## config.mk

```make
export PLATFORM = sky130hd
export DESIGN_NAME = pour_scheduler
export DESIGN_NICKNAME = d
export VERILOG_FILES = /design/src/rtl/pour_scheduler.sv
export SDC_FILE = /design/constraint.sdc
export NUM_CORES = 1
export LEC_CHECK = 0
export ABC_AREA = 1
export CAP_MARGIN = 30
export CORE_MARGIN = 1.5
export CORE_UTILIZATION = 50
export CTS_CLUSTER_DIAMETER = 150
export DETAILED_ROUTE_END_ITERATION = 16
export PLACE_DENSITY = 0.79
export SYNTH_ARGS = -nofsm -noshare
export SYNTH_HDL_FRONTEND = slang
export SYNTH_SLANG_ARGS = --single-unit
```

## constraint.sdc

```tcl
create_clock -name clk -period 5.4 [get_ports clk]
set_input_delay 1.08 -clock clk [delete_from_list [all_inputs] [get_ports clk]]
set_output_delay 1.08 -clock clk [all_outputs]
set_load 0.05 [all_outputs]
```

## src/rtl/pour_scheduler.sv

```systemverilog
// pour_scheduler: runs red, yellow, blue dispense channels one at a time
// (lower, hold, raise) for one colour recipe, with safe abort.
// Ports: clk, rst (sync, active-high); req_valid/req_color/req_ready
// request handshake; abort level input; motor_en[2:0] one-hot channel
// enable, motor_dir (1 = raise), active_ch (3 = none); done/aborted
// recipe-end pulse; err pulse on an invalid colour.
module pour_scheduler #(
    parameter int TICK_DIV    = 4194304,
    parameter int DEPTH_STEPS = 5,
    parameter int HOLD_TICKS  = 5
) (
    input  logic       clk,
    input  logic       rst,
    input  logic       req_valid,
    input  logic [3:0] req_color,
    output logic       req_ready,
    input  logic       abort,
    output logic [2:0] motor_en,
    output logic       motor_dir,
    output logic [1:0] active_ch,
    output logic       done,
    output logic       aborted,
    output logic       err
);

    localparam int PW = $clog2(TICK_DIV);
    localparam logic [PW-1:0] PRE_MAX = PW'(TICK_DIV - 1);
    localparam logic [15:0] DEPTH16 = 16'(DEPTH_STEPS);
    localparam logic [15:0] HOLD16  = 16'(HOLD_TICKS);

    typedef enum logic [2:0] {
        IDLE,
        LOWER,
        HOLD,
        RAISE,
        DONE,
        ERR
    } state_t;

    state_t        state, state_n;
    logic [1:0]    ch, ch_n;
    logic [3:0]    color, color_n;
    logic [PW-1:0] pres, pres_n;
    logic [15:0]   cnt, cnt_n;
    logic [15:0]   lowered, lowered_n;
    logic [15:0]   lowered_inc;
    logic          flag, flag_n;
    logic          tick;

    // Units per channel {b, y, r}; depth and hold share the unit count.
    function automatic logic [1:0] unit_of(
        input logic [3:0] col,
        input logic [1:0] c
    );
        logic [5:0] row;
        case (col)
            4'd0:    row = {2'd1, 2'd1, 2'd1};
            4'd1:    row = {2'd1, 2'd1, 2'd2};
            4'd2:    row = {2'd1, 2'd2, 2'd1};
            4'd3:    row = {2'd2, 2'd1, 2'd1};
            4'd4:    row = {2'd1, 2'd2, 2'd2};
            4'd5:    row = {2'd2, 2'd2, 2'd1};
            4'd6:    row = {2'd2, 2'd1, 2'd2};
            4'd7:    row = {2'd1, 2'd2, 2'd3};
            4'd8:    row = {2'd2, 2'd1, 2'd3};
            4'd9:    row = {2'd1, 2'd3, 2'd2};
            4'd10:   row = {2'd2, 2'd3, 2'd1};
            4'd11:   row = {2'd3, 2'd1, 2'd2};
            default: row = 6'd0;
        endcase
        case (c)
            2'd0:    return row[1:0];
            2'd1:    return row[3:2];
            2'd2:    return row[5:4];
            default: return 2'd0;
        endcase
    endfunction

    function automatic logic [15:0] dur(
        input logic [15:0] per,
        input logic [1:0]  u
    );
        return per * {14'd0, u};
    endfunction

    assign tick        = (pres == PRE_MAX);
    assign lowered_inc = lowered + {15'd0, tick};

    always_comb begin
        state_n   = state;
        ch_n      = ch;
        color_n   = color;
        cnt_n     = cnt;
        lowered_n = lowered;
        flag_n    = flag;
        pres_n    = tick ? '0 : pres + 1'b1;

        case (state)
            IDLE: begin
                if (req_valid) begin
                    color_n = req_color;
                    pres_n  = '0;
                    flag_n  = 1'b0;
                    if (req_color < 4'd12) begin
                        state_n   = LOWER;
                        ch_n      = 2'd0;
                        lowered_n = '0;
                        cnt_n     = dur(DEPTH16,
                                        unit_of(req_color, 2'd0));
                    end else begin
                        state_n = ERR;
                    end
                end
            end
            LOWER: begin
                lowered_n = lowered_inc;
                if (tick)
                    cnt_n = cnt - 16'd1;
                if (abort) begin
                    // Retract exactly what went down, tick included.
                    flag_n = 1'b1;
                    if (lowered_inc == 16'd0) begin
                        state_n = DONE;
                    end else begin
                        state_n = RAISE;
                        cnt_n   = lowered_inc;
                    end
                end else if (tick && cnt == 16'd1) begin
                    state_n = HOLD;
                    cnt_n   = dur(HOLD16, unit_of(color, ch));
                end
            end
            HOLD: begin
                if (tick)
                    cnt_n = cnt - 16'd1;
                if (abort)
                    flag_n = 1'b1;
                if (abort || (tick && cnt == 16'd1)) begin
                    state_n = RAISE;
                    cnt_n   = lowered;
                end
            end
            RAISE: begin
                if (abort)
                    flag_n = 1'b1;
                if (tick)
                    cnt_n = cnt - 16'd1;
                if (tick && cnt == 16'd1) begin
                    if (flag_n || ch == 2'd2) begin
                        state_n = DONE;
                    end else begin
                        state_n   = LOWER;
                        ch_n      = ch + 2'd1;
                        lowered_n = '0;
                        cnt_n     = dur(DEPTH16,
                                        unit_of(color, ch + 2'd1));
                    end
                end
            end
            DONE:    state_n = IDLE;
            ERR:     state_n = IDLE;
            default: state_n = IDLE;
        endcase
    end

    // Outputs are registered from the next-state values so they line
    // up with the state register.
    always_ff @(posedge clk) begin
        if (rst) begin
            state     <= IDLE;
            ch        <= 2'd0;
            color     <= 4'd0;
            pres      <= '0;
            cnt       <= '0;
            lowered   <= '0;
            flag      <= 1'b0;
            req_ready <= 1'b1;
            motor_en  <= 3'b000;
            motor_dir <= 1'b0;
            active_ch <= 2'd3;
            done      <= 1'b0;
            aborted   <= 1'b0;
            err       <= 1'b0;
        end else begin
            state     <= state_n;
            ch        <= ch_n;
            color     <= color_n;
            pres      <= pres_n;
            cnt       <= cnt_n;
            lowered   <= lowered_n;
            flag      <= flag_n;
            req_ready <= (state_n == IDLE);
            motor_en  <= (state_n == LOWER || state_n == RAISE)
                         ? (3'b001 << ch_n) : 3'b000;
            motor_dir <= (state_n == RAISE);
            active_ch <= (state_n == LOWER || state_n == HOLD ||
                          state_n == RAISE) ? ch_n : 2'd3;
            done      <= (state_n == DONE);
            aborted   <= (state_n == DONE) && flag_n;
            err       <= (state_n == ERR);
        end
    end

endmodule

```

# Word-level counts from Yosys, hierarchy flattened
# Memories as Yosys holds them, arrays and structs flattened. A register that Yosys moved wholly into a read port is not among the register bits.
# Index checks and enable logic that the tools add are counted.
dict set report totals {
  register_bits 74
  rom_bits 288
  in_bits 8
  output_inout_bits 10
  n_memories 3
}
dict set report classes {
  n_addsub 4
  multipliers 3
  magnitude_cmp 1
  eq_ne 18
  shift 1
  muxes 51
  bitwise_logic 2
  reduce_logical 20
}
# name depth word_bits read_ports rd_clocked_by_memory_dff write_ports line_no
set mem_list {}
lappend mem_list {{(name not given)} 16 6 1 0 0 56} ;# case (col)
lappend mem_list {{(name not given)} 16 6 1 1 0 56}
lappend mem_list {{(name not given)} 16 6 1 1 0 56}
# operator count
set op_table {}
lappend op_table {{16-bit two-way mux} 13}
lappend op_table {{22-bit two-way mux} 3}
lappend op_table {{16-bit case mux with 4 select lines} 1}
lappend op_table {{16-bit case mux with 3 select lines} 1}
lappend op_table {{2-bit two-way mux} 13}
lappend op_table {{3-bit two-way mux} 8}
lappend op_table {{22-bit by 1-bit adder with 22-bit output (second input constant)} 1}
lappend op_table {{22-bit == test (second input constant)} 1}
lappend op_table {{16-bit by 1-bit adder with 16-bit output} 1}
lappend op_table {{16-bit by 1-bit == test with 1-bit output (second input constant)} 1}
lappend op_table {{16-bit zero test} 1}
lappend op_table {{4-bit two-way mux} 4}
lappend op_table {{16-bit by 1-bit subtractor with 16-bit output (second input constant)} 1}
lappend op_table {{3-bit by 2-bit multiplier with 5-bit output (first input constant)} 3}
lappend op_table {{3-bit by 2-bit == test with 1-bit output (second input constant)} 4}
lappend op_table {{2-bit case mux with 3 select lines} 2}
lappend op_table {{3-bit case mux with 4 select lines} 1}
lappend op_table {{2-bit inequality test (second input constant)} 4}
lappend op_table {{3-bit by 1-bit == test with 1-bit output (second input constant)} 2}
lappend op_table {{3-bit == test (second input constant)} 2}
lappend op_table {{3-bit zero test} 2}
lappend op_table {{2-bit OR reduction} 3}
lappend op_table {{1-bit logical OR} 5}
lappend op_table {{5-bit AND reduction} 1}
lappend op_table {{other kinds (15)} 22}

# Depth between registers and ports, before layout
# Gate-level depths: netlist of the first run.
dict set report logic_depth {
  depth_word 11
  mapped_depth 23
}

# Least setup slack after synthesis of the first run
# OpenSTA, ideal clock, no wires.
dict set report synth_timing {
  kind {register to register}
  startpoint {reg pres[0]}
  endpoint {reg cnt[7]}
  arrival_time_ns 2.803
  required_time_ns 5.283
  setup_slack_ns 2.480
  path_stages_with_launch 20
  n_path_buf 1
  synth_period_minus_slack_ns 2.920
  cell_sequence {dfxtp_1 ha_1 nand3_1 nor2_1 nand4_1 nor2_4 ha_1 ha_1 nand3_1 nor2_4 nand4_1 nand2_1 nand3_1 nor2_4 nand3_4 buf_6 nand3_1 nand3_1 a21oi_1 nor2_1}
}
dict set report synth_between {
  elab_chain_cells 6
  word_cells_on_any_way 13
  classes_between {add/sub: 1; eq/ne: 1; mux: 8; reduce/logical: 3}
}
# item line_no
set synth_lines {}
lappend synth_lines {{from (decl)} 43} ;# logic [PW-1:0] pres, pres_n;
lappend synth_lines {{from (signal assigned)} 188} ;# pres <= pres_n;
lappend synth_lines {{22-bit == test (*)} 86} ;# assign tick = (pres == PRE_MAX);
lappend synth_lines {{16-bit by 1-bit adder with 16-bit output} 87} ;# assign lowered_inc = lowered + {15'd0, tick};
lappend synth_lines {{16-bit zero test} 122} ;# if (lowered_inc == 16'd0) begin
lappend synth_lines {{16-bit two-way mux} 122}
lappend synth_lines {{16-bit two-way mux} 119} ;# if (abort) begin
lappend synth_lines {{16-bit case mux with 4 select lines (*)} 98} ;# case (state)
lappend synth_lines {{to (signal assigned)} 189} ;# cnt <= cnt_n;
lappend synth_lines {{to (decl)} 44} ;# logic [15:0] cnt, cnt_n;
# Every way passes the cells marked *; elsewhere a longest branch is shown, timed or not.
# A chain may end at the register's enable or synchronous reset.

# Worst setup path after layout of the first run
dict set report layout_timing {
  startpoint {reg pres[0]}
  endpoint {reg motor_en[1]}
}
dict set report layout_between {
  elab_chain_cells 10
  word_cells_on_any_way 19
  classes_between {add/sub: 1; eq/ne: 3; shift: 1; mux: 8; bitwise: 1; reduce/logical: 5}
}
# item line_no
set layout_lines {}
lappend layout_lines {{22-bit == test (*)} 86}
lappend layout_lines {{16-bit by 1-bit adder with 16-bit output} 87}
lappend layout_lines {{16-bit zero test} 122}
lappend layout_lines {{3-bit two-way mux} 122}
lappend layout_lines {{3-bit two-way mux} 119}
lappend layout_lines {{3-bit case mux with 4 select lines} 98}
lappend layout_lines {{3-bit by 1-bit == test with 1-bit output / 3-bit by 2-bit == test with 1-bit output (equally long branches)} 193} ;# motor_en <= (state_n == LOWER || state_n == RAISE)
lappend layout_lines {{1-bit logical OR} 193}
lappend layout_lines {{1-bit NOT (no line)} --}
lappend layout_lines {{2-bit OR reduction (no line)} --}
lappend layout_lines {{to (signal assigned)} 193}
lappend layout_lines {{to (decl)} 18} ;# output logic [2:0] motor_en,
# Marked as above.

==> results of run 1 <==
==> kinds of logic (layout without fill, tap and decap cells) <==
group           count (synthesis)  after routing
simple gates                  454            454
buf+inv                       131            151
compound gates                107            107
flops                          80             80
xor+xnor                       26             26
fa+ha+maj                      16             16
==> per-layer routing <==
| metal | vias to the layer above | global-route usage, % | routed length, um |
|---|---|---|---|
| li1 | 2613 | - | - |
| met1 | 2295 | 31.4 | 6220 |
| met2 | 101 | 38.5 | 5760 |
| met3 | 16 | 5.68 | 631 |
| met4 | 0 | 7.63 | 187 |
| met5 | - | 0 | 0 |
==> worst reg2reg max path, delay by kind of cell (launching register included) <==
kind                       cells  cell delay [ps]
DFF                            1              350
buffers and inverters          1               50
adders and majority gates      3              670
and+or+nand+nor               16             2420
==> cells in the mapped netlist, drive strengths merged <==
master,number
o211ai,1
and3,1
nor3b,3
nand2,190
o21bai,6
ha,16
a211oi,1
a31oi,2
nand3b,1
inv,114
dfxtp,80
a22oi,1
o22ai,2
nor3,10
and2,1
clkbuf,12
nor2,157
clkinv,1
xnor2,9
or2,6
nand3,69
nand4,16
buf,4
o31ai,1
xor2,17
o21ai,53
a21oi,40
==> stage by stage <==
| step | hold slack [ps] | setup WS, ps |
|---|---|---|
| finish | 443 | 1820 |
| global route | 488 | 1390 |
| CTS | 446 | 1830 |
| detailed placement | 434 | 1840 |
| global placement | 429 | 1910 |
| floorplan | 413 | 2480 |
==> worst paths after layout <==
kind | depth (start not counted) | to | slack (ps) | from
min | 1 | pres[0]$_SDFF_PP0_ | 440 | pres[0]$_SDFF_PP0_
max | 20 | motor_en[1]$_SDFF_PP0_ | 1820 | pres[0]$_SDFF_PP0_
max reg2reg | 20 | motor_en[1]$_SDFF_PP0_ | 1820 | pres[0]$_SDFF_PP0_
min reg2reg | 1 | pres[0]$_SDFF_PP0_ | 440 | pres[0]$_SDFF_PP0_
==> area by class of cell <==
class | count | area (um2)
fillers | 1051 | 4530
multi-input cells | 603 | 3080
flip-flops and latches | 80 | 1600
inverters | 115 | 437
repair buffers | 20 | 193
well taps | 136 | 170
clock buffers | 10 | 128
clock inverters | 6 | 90.1
==> flip-flops by register name, indices dropped and copies added, names as in the netlist, 2 cells and up, named ones only <==
name       flops
active_ch      2
motor_en       3
ch             2
pres          22
cnt           16
lowered       16
color          4
state          3
==> cell usage in the layout, fill, tap and decap left out, drive strengths merged <==
cell type      synthesis  layout
or2                    6       6
nand3                 69      69
a31oi                  2       2
clkbuf                12      10
nor2                 157     157
a21oi                 40      40
clkdlybuf4s50          0      17
clkinvlp               0       1
nor3                  10      10
o21ai                 53      53
xor2                  17      17
xnor2                  9       9
o211ai                 1       1
o22ai                  2       2
dfxtp                 80      80
clkinv                 1       2
a211oi                 1       1
a22oi                  1       1
and2                   1       1
nor3b                  3       3
bufinv                 0       2
and3                   1       1
ha                    16      16
buf                    4       3
o31ai                  1       1
nand2                190     190
o21bai                 6       6
inv                  114     116
nand3b                 1       1
nand4                 16      16
==> power by group <==
group	internal, W	total, W	switching [W]
registers	0.000622	0.000647	0.0000248
clock network	0.000263	0.000503	0.000239
logic	0.0000920	0.000283	0.000191
==> results.md, run 1 <==
- Synth unique cells: 43
- Initial antenna violation count: 0
- Post-DP HPWL: 9.56 mm
- Drt pass-1 iters: 5
- Setup CP Type: reg2reg
- Hold-fix buffers at CTS: 0
- Post-route DRC violation count: 0
- Post-synthesis compound-gate area fraction: between 10 and 15%
- Routed length per placed instance: roughly 13 um
- Pwr dens: roughly 250 mW/mm2
- Fmax: 279 MHz
- Seq/Total Area, Yosys: a little under a third
- Die Ht: 105 um
- Leakage: roughly 2.5 nW
- Syn Inst Count: roughly 800
- Worst setup SP type: register
- Least-Margin Pin Slew: 840 ps
- Yosys top cell area share: between 30% and 40%
- # IOs: 18
- Core area: 0.0102 mm2
- Period minus WS final: 3580 ps
- Gpl congestion: 0.952
- Tot GR Track Use: a little under a quarter
- Setup TNS: 0 ps
- Synth Warn #: 0
- Row cnt: 37
- Die area: 0.0110 mm2
- Mapped cell area: about 0.0052 mm2
- Slew Limit Fails: 0
- Die X: 105 um
- # setup viols final: 0
- CP bufs+invs: 1
- Setup Skew: 10.8 ps
- Placed Cells: ~950
- Status: complete, no violations
- #FFs+latches synth: 80
- Max Cap Viol: 0
- Utilization after layout: 55.7%
- Later-pin clock latency in the skew report: around 360 ps
- Number of nets in the layout: roughly 850
- Post-cts resize count: 0
- N_diodes: 0
- Max stage delay on crit path: between 300 and 400 ps
- Critical path fanouts, max: 13
- Total CTS buffers: 9
- GRT overflow: 0
- Root Buffer: clkbuf_8
- Post-synthesis mux area share: 0%
- Worst path arrival time: between 3000 and 4000 ps
- CP endpoint kind: register
- Post-synth top area cell: dfxtp_1
- Cell Area, Placed: 0.00549 mm2
- Largest family of logic cells by synthesized area: simple AND/OR/NAND/NOR gates
- Unrepaired setup endpoints after global routing: no
- Top delay family on crit path: simple AND/OR/NAND/NOR gates
- Share of cells above drive strength 1: 9.11%
- Slew HR: 43.8%
- Mapped Nets: ~840
- Synthesized area per cell: 6.39 um2
- Area Overhead vs Synth: 9.62%
- Cells along the critical path: ha_1 > nand3_1 > nor2_1 > nand4_1 > nor2_4 > ha_1 > ha_1 > nand3_1 > nor2_4 > nand3_2 > nand2_1 > nand2_1 > nor2_4 > nand3_4 > nand2_2 > nand2_1 > nand2_1 > inv_2 > nand3_1 > nor2_1
- Period Utilization, post-route: about two thirds
- Initial DRC count: 401
- Post-Synth Simple-Gate Area: 39.5%
- Worst min-delay path class: reg2reg
- CTS tree: yes
- Synth area leaders: dfxtp_1, nand2_1, nor2_1
- Vias in the first global route: 4,712
- Starting Density: 50.8%
- Via count: 5,025
- Total Wirelength: between 10 and 15 mm
- Detailed-route vias per instance: 5.18
- Synth Area in XOR/XNOR: 4.38%
- Worst path required time: 5660 ps
- Overall Power: 0.00143 W
- CTS Buffer Depth: 2
- Port bufs: 17
- Hold Vio Cnt, Final: 0
- Final Non-Filler Cells: 970
- Clock sink total: 80
- H-tree depth: 3
- CP dominant cell by count: nand2_1
- Final Instance Area: 0.00570 mm2
- Post-CTS setup buffer count: 0
- Final ANT Viol Nets: 0
- Maximum VDD drop: 0.156 mV
- Cell at the slowest stage of the critical path: dfxtp_1
- Largest net degree at the start of global routing: 28
- Clock slew seen by the registers of the worst setup and hold paths: 80 ps
- Post-synthesis adder-cell area fraction: between 3 and 4%
- First-pass GRT wire length: 21.5 mm
No activity file was read; power rests on OpenSTA's default activity.
==> inputs of run 2 (changes only) <==
--- a/config.mk
+++ b/config.mk
@@ -11,7 +11,7 @@
 export CORE_UTILIZATION = 50
 export CTS_CLUSTER_DIAMETER = 150
 export DETAILED_ROUTE_END_ITERATION = 16
-export PLACE_DENSITY = 0.79
+export PLACE_DENSITY = 0.82
 export SYNTH_ARGS = -nofsm -noshare
 export SYNTH_HDL_FRONTEND = slang
 export SYNTH_SLANG_ARGS = --single-unit
==> constraint.sdc (replaced) <==
create_clock -name clk -period 3.2 [get_ports clk]
set_input_delay 0.64 -clock clk [delete_from_list [all_inputs] [get_ports clk]]
set_output_delay 0.64 -clock clk [all_outputs]
set_load 0.05 [all_outputs]
==> results.md, run 2 (same netlist as run 1, synthesis figures left out) <==
- Leakage: 2.61 nW (+4.0%)
- # setup viols final: 0 (unchanged)
- N_diodes: 0 (unchanged)
- Clock slew seen by the registers of the worst setup and hold paths: 80 ps (about the same)
- Pwr dens: 396 mW/mm2 (+58%)
- Setup slack after layout: 219 ps (-1600 ps)
- Tot GR Track Use: 23.6% (-0.29 points)
- Core area: 0.0102 mm2 (unchanged)
- Total Wirelength: 12.7 mm (-0.91%)
- Worst path required time: 3460 ps (-2200 ps)
- Utilization after layout: 57.3% (+1.5 points)
- Detailed-route vias per instance: 5.27 (+1.7%)
- R2R Path Start: pres[0]$_SDFF_PP0_
- Max Cap Viol: 0 (unchanged)
- Slew HR: 65.9% (+22 points)
- Cell at the slowest stage of the critical path: dfxtp_2
- Later-pin clock latency in the skew report: 360 ps (about the same)
- # IOs: 18 (unchanged)
- Fmax: 335 MHz (+20%)
- Initial antenna violation count: 0 (unchanged)
- Number of nets in the layout: 870 (+2.0%)
- Cell depth of the worst flop-to-flop path: 18 (-10%)
- Clock sink total: 80 (unchanged)
- Period Utilization, post-route: 93.2% (+27 points)
- Commonest non-fill, non-tap cells in the layout: nand2_1, nor2_1, inv_1
- Root Buffer: clkbuf_8
- Hold Vio Cnt, Final: 0 (unchanged)
- Status: complete, no violations
- Share of cells above drive strength 1: 11.8% (+2.7 points)
- CP endpoint kind: register
- Final ANT Viol Nets: 0 (unchanged)
- Total CTS buffers: 9 (unchanged)
- Starting Density: 50.8% (unchanged)
- Via count: 5,197 (+3.4%)
- H-tree depth: 3 (unchanged)
- Pre-CTS setup slack: -30.0 ps (-1870 ps)
- Overall Power: 0.00232 W (+62%)
- Top delay family on crit path: simple AND/OR/NAND/NOR gates
- Die area: 0.0110 mm2 (unchanged)
- Hold path startpoint: pres[0]$_SDFF_PP0_
- First-pass GRT wire length: 21.2 mm (-1.7%)
- Setup CP Type: reg2reg
- Most common cell after layout, fill and taps aside: nand2_1
- Period minus WS final: 2980 ps (-600 ps)
- Critical path fanouts, max: 7 (-6)
- Hold Path Depth: 1 (unchanged)
- Most flops, register: pres
- Hold Path Sink: pres[0]$_SDFF_PP0_
- Register-to-register setup slack: 220 ps (-1600 ps)
- Worst setup SP type: register
- Post-route DRC violation count: 0 (unchanged)
- CTS tree: yes
- Die Ht: 105 um (unchanged)
- Area Overhead vs Synth: 12.6%
- Maximum VDD drop: 0.203 mV (+30%)
- Initial DRC count: 549 (+37%)
- Max stage delay on crit path: 340 ps (about the same)
- Cells along the critical path: ha_2 > nand3_2 > nor2_2 > nand4_1 > nor2_4 > ha_4 > ha_4 > nand3_2 > nor2_4 > nand4_1 > nand2_1 > nand3_2 > nor2_4 > nand3_4 > nand3_1 > nand3_1 > a21oi_1 > nor2_1
- Vias in the first global route: 4,577 (-2.9%)
- Max reg flops: 22 (unchanged)
- Largest regs: pres x22, cnt x16, lowered x16
- Filler Cell Count: 982 (-6.6%)
- Routed length per placed instance: 12.9 um (-2.5%)
- Setup Skew: 13.4 ps (+2.53 ps)
- Drt pass-1 iters: 5 (unchanged)
- GRT overflow: 0 (unchanged)
- Slew Limit Fails: 0 (unchanged)
- CTS Buffer Depth: 2 (unchanged)
- Worst path arrival time: 3240 ps (-600 ps)
- Worst min-delay path class: reg2reg
- Least-Margin Pin Slew: 510 ps (-330 ps)
- Largest net degree at the start of global routing: 23 (-18%)
- Row cnt: 37 (unchanged)
- RR Endpoint: cnt[8]$_SDFFE_PP0P_
- CP bufs+invs: 0 (-1)
- Post-DP HPWL: 9.50 mm (-0.59%)
- Port bufs: 17 (unchanged)
- Die X: 105 um (unchanged)
- Gpl congestion: 0.968 (+1.7%)
[run 2: cell count changes in the layout (fill, tap and decap cells not counted), moves of 3 or more]
| cell | change |
|---|---|
| ha_1 | -3 |
| buf_4 | +16 |
| nand3_2 | +4 |
| nand3_1 | -3 |
[run 2: worst register-to-register path: stages, from the launching register on]
cell	delay (ps)
dfxtp_2	340
ha_2	200
nand3_2	100
nor2_2	110
nand4_1	160
nor2_4	190
ha_4	170
ha_4	150
nand3_2	120
nor2_4	200
nand4_1	100
nand2_1	120
nand3_2	100
nor2_4	210
nand3_4	150
nand3_1	110
nand3_1	120
a21oi_1	190
nor2_1	60
[run 2: metal layers]
layer  global-route usage, %  wire length [um]
met1                    32.1              5960
met5                       0                 0
met4                    8.71               241
met3                    5.24               900
met2                    36.5              5580
[run 2: power by group]
part           internal [W]  total (W)  switching [W]  leakage [nW]
clock network      0.000374   0.000729       0.000355        0.0989
registers           0.00105    0.00109      0.0000407         0.653
logic              0.000166   0.000498       0.000332          1.86
total               0.00159    0.00232       0.000728          2.61
[run 2: cell type report]
class | count | area (um2) | share of cell area [%]
Clock inverter | 4 | 45.0 | 0.769
Tap cell | 136 | 170 | 2.90
Sequential cell | 80 | 1600 | 27.4
Inverter | 115 | 437 | 7.45
Multi-Input combinational cell | 604 | 3150 | 53.8
Clock buffer | 11 | 141 | 2.41
Timing Repair Buffer | 36 | 313 | 5.34
[run 2: stage by stage]
stage	cells	setup TNS [ps]	cell area (um2)	hold WS, ps
2_1_floorplan	814	0	5200	413
3_3_place_gp	965	0	5570	424
3_5_place_dp	965	-52.5	5570	438
4_1_cts	981	-5.27	5770	457
6_report	986	0	5860	419
5_1_grt	986	-14.9	5860	445
[run 2: how the worst max path moves through the flow]
stage / start / to / slack (ps) / cells after the start
finish: pres[0]$_SDFF_PP0_ / cnt[8]$_SDFFE_PP0P_ / 220 / 18
global route: pres[1]$_SDFF_PP0_ / motor_en[0]$_SDFF_PP0_ / -10 / 20
CTS: pres[0]$_SDFF_PP0_ / motor_en[0]$_SDFF_PP0_ / -5 / 20
detailed placement: pres[0]$_SDFF_PP0_ / motor_en[0]$_SDFF_PP0_ / -30 / 20
global placement: pres[0]$_SDFF_PP0_ / motor_en[0]$_SDFF_PP0_ / 110 / 20
floorplan: pres[0]$_SDFF_PP0_ / cnt[7]$_SDFFE_PP0P_ / 280 / 19
[run 2: timing repair]
action                                  CTS  global route
pin swaps                                 1             4
buffers inserted                          0             5
gates resized for setup                   2            10
hold buffers                              0             0
endpoints found under the setup margin    4            27
gates cloned                              1             0
==> inputs of run 3 (changes only) <==
--- a/config.mk
+++ b/config.mk
@@ -11,7 +11,8 @@
 export CORE_UTILIZATION = 50
 export CTS_CLUSTER_DIAMETER = 150
 export DETAILED_ROUTE_END_ITERATION = 16
-export PLACE_DENSITY = 0.82
+export PLACE_DENSITY = 0.79
+export SETUP_SLACK_MARGIN = 0.5
 export SYNTH_ARGS = -nofsm -noshare
 export SYNTH_HDL_FRONTEND = slang
 export SYNTH_SLANG_ARGS = --single-unit
==> constraint.sdc (replaced) <==
create_clock -name clk -period 3.6 [get_ports clk]
set_input_delay 0.72 -clock clk [delete_from_list [all_inputs] [get_ports clk]]
set_output_delay 0.72 -clock clk [all_outputs]
set_load 0.05 [all_outputs]
==> results.md, run 3 (same netlist as run 1, synthesis figures left out) <==
- Status: complete, no violations
- Least-Margin Pin Slew: 944 ps (+434 ps)
- Slew Limit Fails: 0 (unchanged)
- Die X: 105 um (unchanged)
- Top delay family on crit path: simple AND/OR/NAND/NOR gates
- Via count: 5,234 (+0.71%)
- Fmax: 340 MHz (+1.4%)
- Share of cells above drive strength 1: 12.7% (+0.96 points)
- Setup CP Type: reg2reg
- Port bufs: 17 (unchanged)
- Setup TNS: 0 ps (unchanged)
- Gpl congestion: 0.954 (-1.5%)
- Worst setup SP type: register
- Max stage delay on crit path: 350 ps (about the same)
- Pwr dens: 376 mW/mm2 (-4.9%)
- Vias in the first global route: 4,800 (+4.9%)
- Maximum VDD drop: 0.315 mV (+55%)
- Setup Skew: 13.3 ps (-0.0831 ps)
- Worst path arrival time: 3270 ps (+30 ps)
- Total CTS buffers: 9 (unchanged)
- GRT overflow: 0 (unchanged)
- Final ANT Viol Nets: 0 (unchanged)
- Total Wirelength: 13.5 mm (+6.3%)
- Period Utilization, post-route: 81.7% (-11 points)
- Most common cell after layout, fill and taps aside: nand2_1
- Cell at the slowest stage of the critical path: dfxtp_2
- Post-DP HPWL: 9.63 mm (+1.3%)
- Routed length per placed instance: 13.7 um (+6.5%)
- Overall Power: 0.00225 W (-2.8%)
- Slew HR: 36.9% (-29 points)
- Hold Vio Cnt, Final: 0 (unchanged)
- First-pass GRT wire length: 22.4 mm (+5.7%)
- CP endpoint kind: register
- Max Cap Viol: 0 (unchanged)
- Initial DRC count: 604 (+10%)
- CP dominant cell by count: nor2_4
- Largest net degree at the start of global routing: 23 (unchanged)
- Critical path fanouts, max: 7 (unchanged)
- Root Buffer: clkbuf_8
- CP bufs+invs: 1 (+1)
- CTS tree: yes
- Worst min-delay path class: reg2reg
- Max reg flops: 22 (unchanged)
- H-tree depth: 3 (unchanged)
- Period minus WS final: 2940 ps (-41.0 ps)
- Drt pass-1 iters: 6 (+1)
- Die area: 0.0110 mm2 (unchanged)
- Number of nets in the layout: 868 (-0.23%)
- Initial antenna violation count: 0 (unchanged)
- Worst path required time: 3930 ps (+470 ps)
- Cells along the critical path: ha_4 > nand3_4 > nor2_4 > nand4_1 > nor2_4 > ha_4 > ha_4 > nand3_4 > nor2_4 > nand4_1 > nand2_1 > nand3_2 > nor2_4 > nand4_4 > buf_4 > nand2_4 > a21oi_1 > nor2_1
- # setup viols final: 0 (unchanged)
- Starting Density: 50.8% (unchanged)
- CTS Buffer Depth: 2 (unchanged)
- N_diodes: 0 (unchanged)
- Later-pin clock latency in the skew report: 380 ps (+20 ps)
- Detailed-route vias per instance: 5.31 (+0.81%)
- Unrepaired setup endpoints after global routing: yes
- Post-route DRC violation count: 0 (unchanged)
- Commonest non-fill, non-tap cells in the layout: nand2_1, nor2_1, inv_1
- Core area: 0.0102 mm2 (unchanged)
- Most flops, register: pres
- Row cnt: 37 (unchanged)
- Clock sink total: 80 (unchanged)
- Leakage: 2.63 nW (+0.94%)
- Largest regs: pres x22, cnt x16, lowered x16
- Tot GR Track Use: 25.2% (+1.6 points)
- # IOs: 18 (unchanged)
- Die Ht: 105 um (unchanged)
- Area Overhead vs Synth: 15.1%
- Clock slew seen by the registers of the worst setup and hold paths: 90 ps (about the same)
## run 3: what timing repair did
item                                   4_1_cts  5_1_grt
hold buffers                                 0        0
buffers inserted                             5        4
pin swaps                                    7       14
gates cloned                                 2        0
setup endpoints to repair                   26       27
endpoints found under the hold margin        0        0
resized for setup                           16       12
## run 3: layout make-up
cell class,count,area [um2]
timing repair buffer,33,294
inverter,115,437
clock buffer,11,151
clock inverter,5,103
fill,930,4240
multi-input combinational,605,3230
tap,136,170
sequential,80,1610
## run 3: layer usage
metal | global-route usage, % | routed length (um)
met5 | 0 | 0
met1 | 33.3 | 6030
met4 | 11.2 | 504
met3 | 5.74 | 1010
met2 | 39.2 | 5940
## run 3: worst paths after layout
check	startpoint	end	slack, ps	cells past startpoint
setup / recovery	pres[1]$_SDFF_PP0_	cnt[9]$_SDFFE_PP0P_	660	18
hold / removal	lowered[15]$_SDFFE_PP0P_	lowered[15]$_SDFFE_PP0P_	500	2
setup reg to reg	pres[1]$_SDFF_PP0_	cnt[9]$_SDFFE_PP0P_	660	18
hold reg to reg	lowered[15]$_SDFFE_PP0P_	lowered[15]$_SDFFE_PP0P_	500	2
## run 3: per-stage QoR
| step | setup WS, ps | hold WS, ps | instances | cell area [um2] | util, % |
|---|---|---|---|---|---|
| floorplan | 680 | 413 | 814 | 5200 | - |
| global placement | 425 | 426 | 958 | 5520 | 53.9 |
| detailed placement | 286 | 441 | 958 | 5520 | 53.9 |
| CTS | 518 | 421 | 981 | 5900 | 57.7 |
| global route | 440 | 546 | 985 | 5990 | 58.5 |
| finish | 659 | 498 | 985 | 5990 | 58.5 |
## run 3: worst min-delay path, delay by kind of cell (launching register included)
kind,cells,cell delay (ps)
and+or+nand+nor,1,70
DFF,1,330
AOI/OAI and AO/OA,1,50
## run 3: report_power, final
group | switching [W] | internal (W)
Clock | 0.000339 | 0.000497
Combinational | 0.000295 | 0.000148
Sequential | 0.0000394 | 0.000933
Total | 0.000673 | 0.00158
==> RTL edit 1 (config.mk and constraints of run 2) <==
Register the output `err` once more, cleared by the reset; this adds one clock of latency there. The other outputs are not delayed to match.
--- a/src/rtl/pour_scheduler.sv
+++ b/src/rtl/pour_scheduler.sv
@@ -38,2 +38,4 @@
     } state_t;
+
+    logic err_s0;
 
@@ -182,3 +184,3 @@
             aborted   <= 1'b0;
-            err       <= 1'b0;
+            err_s0    <= 1'b0;
         end else begin
@@ -199,3 +201,3 @@
             aborted   <= (state_n == DONE) && flag_n;
-            err       <= (state_n == ERR);
+            err_s0    <= (state_n == ERR);
         end
@@ -203,2 +205,10 @@
 
+    always_ff @(posedge clk) begin
+        if (rst) begin
+            err <= '0;
+        end else begin
+            err <= err_s0;
+        end
+    end
+
 endmodule
Check against the original RTL: not equivalent (Yosys sat finds a counterexample within 4 cycles, from zero or initial values and one cycle with rst high).
==> RTL edit 1 against run 2 <==
  * Sequential share of layout area is 0.36 points lower
  * Synthesized area is 1.4% higher
  * Synthesized cell count is 0.49% higher
  * Final area is 2.8% higher
  * Routed wire length is 5.9% higher
  * Fmax is 2.7% lower
  * Worst setup slack worse by 0.082 ns
  * Die area is 1.4% higher
  * Sequential cell count is 1 higher
  * Critical endpoint is now active_ch[1]
  * Largest cell class unchanged
Power is not compared: it rests on default switching activity, and its combinational part moved more than twofold at a synthesized area within 25%.
==> RTL edit 1: results (changes against run 2) <==
| Metric | Value |
|---|---|
| Synth top cells by count | `nand2_1, nor2_1, inv_1, dfxtp_1, nand3_1` |
| Status | `complete, no violations` |
| Routed vias/inst | `5.326 (+1.0%)` |
| Post-synth net total | `842 (+0.48%)` |
| Yosys cell types | `42 (-2.3%)` |
| Nets@finish | `875 (+0.57%)` |
| FFs w/ async S/R, synth | `0 (unchanged)` |
| Internal Pwr Total | `1.879 mW` |
| Total GRT Usage | `0.2490 (+0.01301)` |
| Post-Place Cells | `972 (+0.73%)` |
| Synth warn | `0 (unchanged)` |
| Worst r2r path cells | `19 (+1)` |
| Min-Delay Path Depth | `2 (+1)` |
| Worst-path clk slew | `0.10 ns (+0.02 ns)` |
| Routed wire length | `13.43 mm (+5.9%)` |
| Post-synthesis sequential area ratio | `0.3073 (-0.0005857)` |
| Top cells by area, synth | `dfxtp_1, nand2_1, nor2_1` |
| Worst skew pair latency | `0.37 ns` |
| GPL Wtd Cong | `1.011 (+4.4%)` |
| DR iter-0 viols | `380 (-31%)` |
| Post-DP HPWL | `9.623 mm (+1.2%)` |
| Initial antenna violation count | `0 (unchanged)` |
| Clock skew | `0.01726 ns (+0.003898 ns)` |
| First-pass GRT wire length | `22.40 mm (+5.9%)` |
| Lkg Pwr | `between 2 and 3 nW` |
| CTS Buf Count | `9 (unchanged)` |
| Number of global-route vias before repair | `4846 (+5.9%)` |
| Largest net degree at the start of global routing | `23 (unchanged)` |
| Worst slew margin | `0.6445 (-0.01433)` |
| Setup WS pre-CTS | `-0.003793 ns (+0.02624 ns)` |
| Crit Path Max Fanout | `8 (+1)` |
| Largest registers | `pres: 22 flops, cnt: 16 flops, lowered: 16 flops` |
| Via count | `5283 (+1.7%)` |
| Maximum VDD drop | `approximately 0.37 mV` |
| Crit path DAT | `3.37 ns (+0.13 ns)` |
| Layout cells sized above 1 | `0.1308 (+0.01319)` |
| Cell count after synthesis | `818 (+0.49%)` |
| Clk root buf | `clkbuf_8` |
[RTL edit 1: layer usage]
layer	vias to the layer above	track usage	routed length [um]
li1	2683	-	-
met1	2342	0.3102	5851
met2	216	0.4105	6126
met3	42	0.04824	988
met4	0	0.1226	461
met5	-	0	0
[RTL edit 1: per-stage QoR]
| step | setup TNS [ns] | total power [mW] | cell area, um2 | hold slack (ns) |
|---|---|---|---|---|
| finish | 0 | 3.201 | 6023 | 0.4049 |
| global route | -0.3568 | 3.410 | 6023 | 0.4612 |
| CTS | 0 | 3.172 | 5899 | 0.4100 |
| detailed placement | -0.003793 | 2.350 | 5664 | 0.3981 |
| global placement | 0 | 2.333 | 5664 | 0.3967 |
| floorplan | 0 | 2.072 | 5278 | 0.3883 |
[RTL edit 1: final timing paths]
kind,from,end,slack [ns]
hold reg to reg,err_s0,err,0.40
setup / recovery,pres[0],active_ch[1],0.14
setup reg to reg,pres[0],active_ch[1],0.14
hold / removal,err_s0,err,0.40
[RTL edit 1: timing repair]
action	in CTS	in global routing
pin swaps	1	13
setup endpoints to repair	9	28
gates cloned	1	0
endpoints found under the hold margin	0	0
gates resized for setup	4	20
buffers inserted	0	3
[RTL edit 1: kinds of logic (layout without fill, tap and decap cells)]
| kind of cell | Yosys count | in the layout | synth area share |
|---|---|---|---|
| simple gates | 466 | 467 | 0.4037 |
| buf+inv | 123 | 160 | 0.09080 |
| compound gates | 104 | 104 | 0.1138 |
| flops | 81 | 81 | 0.3073 |
| xor+xnor | 28 | 28 | 0.04647 |
| fa+ha+maj | 16 | 16 | 0.03793 |
[RTL edit 1: cell type report]
type / instances / area (um2)
inverters: 110 / 420.4
repair buffers: 34 / 297.8
fillers: 964 / 4254
clock inverters: 7 / 83.83
well taps: 136 / 170.2
multi-input cells: 615 / 3301
flip-flops and latches: 81 / 1627
clock buffers: 9 / 123.9
[RTL edit 1: critical path, cell delays in order, from the launching register on]
cell	delay, ns
dfxtp_4	0.38
ha_4	0.15
nand3_4	0.09
nor2_4	0.13
nand4_1	0.16
nor2_4	0.22
ha_4	0.17
ha_4	0.15
nand3_4	0.11
nor2_4	0.20
nand4_1	0.13
nand2_1	0.13
nand3_2	0.09
nor2_4	0.22
nand3_4	0.18
nand2_4	0.16
nand3_4	0.11
nand2_2	0.11
nor2_2	0.04
nand2_1	0.07
[RTL edit 1: power by group through the flow]
stage / Sequential (mW) / Clock, mW / Combinational [mW]
after global routing: 1.24 / 0.860 / 1.31
after floorplan: 1.26 / 0 / 0.810
after detailed placement: 1.24 / 0 / 1.11
after CTS: 1.22 / 0.815 / 1.14
final: 1.22 / 0.797 / 1.18
after global placement: 1.24 / 0 / 1.10
==> RTL edit 2 (config.mk and constraints of run 2) <==
Made on the original files. The parameter `TICK_DIV` goes from 4194304 to 2097152.
--- a/src/rtl/pour_scheduler.sv
+++ b/src/rtl/pour_scheduler.sv
@@ -7,3 +7,3 @@
 module pour_scheduler #(
-    parameter int TICK_DIV    = 4194304,
+    parameter int TICK_DIV    = 2097152,
     parameter int DEPTH_STEPS = 5,
Behaviour: same outputs for any inputs over 10 cycles, from zero or initial values and one cycle with rst high; that may be too few to reach the edited logic, so the function may still have changed.
==> RTL edit 2 against run 2 <==
  * The flow now finishes with violations (negative setup slack)
  * Via count up 17%
  * Synthesized area up 4.0%
  * Largest cell class unchanged
  * Routed wire length up 26%
  * Sequential power rose by 4%
  * Final area grew 16%
  * Worst setup slack worse by 0.31 ns
  * Power grew 22%
  * Sequential cell count fell by 1
  * Synthesized cell count rose by 7.9%
==> RTL edit 2: results (changes against run 2) <==
| Metric | Value |
|---|---|
| Min-Delay Path Depth | `2 (+1)` |
| DR iter-0 viols | `740 (+35%)` |
| Reg power frac | `0.398 (-0.073)` |
| Worst r2r path cells | `26 (+8)` |
| Yosys reg bits | `79 (-1.3%)` |
| Status | `complete, but fails checks` |
| Top cells by area, synth | `dfxtp_1, nand2_1, nor2_1` |
| Total GRT Usage | `0.2814 (+0.04546)` |
| Post-CTS Setup Repair Bufs | `20 (+20)` |
| Final setup vio count | `17 (+17)` |
| Cts repair resizes | `35 (+33)` |
| Crit Path Max Fanout | `4 (-3)` |
| Post-synthesis sequential area ratio | `0.2924 (-0.01545)` |
| Multi-input gates | `657 (+8.8%)` |
| Synth top cells by count | `nand2_1, nor2_1, inv_1, dfxtp_1, nand3_1` |
| Logic inverters | `121 (+5.2%)` |
| Crit path DAT | `3.56 ns (+0.32 ns)` |
| Post-Place Cells | `1066 (+10%)` |
| Maximum VDD drop | `0.3981 mV (+96%)` |
| Final WS setup | `-0.09068 ns (-0.3092 ns)` |
| Worst Hold Class | `reg -> reg` |
| Routed vias/inst | `5.486 (+4.1%)` |
| Layout fillers | `907 (-7.6%)` |
| Multi-input combinational area share | `0.5256 (-0.01200)` |
| Post-DP HPWL | `11.13 mm (+17%)` |
| RR Endpoint | `cnt[15]` |
| Reg-to-Reg Start | `pres[0]` |
| First-pass GRT wire length | `25.49 mm (+20%)` |
| Failing checks | `negative setup slack` |
| Non-clk bufs | `98 (+170%)` |
| Nets@finish | `990 (+14%)` |
| Hold endpoint | `lowered[15]` |
| Post-synth net total | `902 (+7.6%)` |
| Worst-Margin Slew | `0.7968 ns (+0.2867 ns)` |
| Post-synthesis area per instance | `6.161 um2 (-3.6%)` |
| Layout cells sized above 1 | `0.1946 (+0.07700)` |
| Drt first pass iters | `7 (+2)` |
| Area growth from synthesis to layout | `25.65%` |
| Worst skew pair latency | `0.38 ns (+0.02 ns)` |
| Cell count after synthesis | `878 (+7.9%)` |
| Non-clk buf share | `0.1184 (+0.06498)` |
| Switching Fraction | `0.3736 (+0.05956)` |
| GPL Wtd Cong | `1.012 (+4.5%)` |
| Largest net degree at the start of global routing | `27 (+17%)` |
| Routed wire length | `15.97 mm (+26%)` |
| Setup TNS Final | `-0.6657 ns (-0.6657 ns)` |
| Via count | `6073 (+17%)` |
| Number of global-route vias before repair | `5413 (+18%)` |
| Hold Slack | `0.5076 ns (+0.08867 ns)` |
| Setup WS pre-CTS | `-0.3709 ns (-0.3409 ns)` |
| Largest registers | `pres: 21 flops, cnt: 16 flops, lowered: 16 flops` |
| Internal Pwr Total | `1.771 mW (+11%)` |
| Min-delay src | `lowered[15]` |
| Placed cell area | `0.006088 mm2 (+9.3%)` |
RTL edit 2: cell count changes in the layout (fill, tap and decap cells not counted), moves of 4 or more:
cell	change
a21oi_1	+6
buf_4	+55
buf_6	+7
inv_2	+7
nand2_1	+41
nand2_4	+5
nand3_1	-6
nand4_1	+5
nor2_1	-20
nor3_1	+4
nor3_2	+4
o211ai_1	+4
o21ai_0	-7
o21bai_1	-4
RTL edit 2: cell families after synthesis:
| group | synth area share |
|---|---|
| AO/OA/AOI/OAI | 0.1194 |
| XOR/XNOR | 0.04210 |
| flip-flops | 0.2924 |
| AND/OR/NAND/NOR | 0.4064 |
| adder cells (fa/ha/maj) | 0.03701 |
| buffers and inverters | 0.1027 |
RTL edit 2: metal layers:
metal / global-route usage / part of all wire / vias to the layer above
met5: 0 / 0 / -
met4: 0.1343 / 0.045 / 0
met3: 0.05897 / 0.073 / 67
met2: 0.4565 / 0.46 / 296
met1: 0.3557 / 0.42 / 2737
li1: - / - / 2973
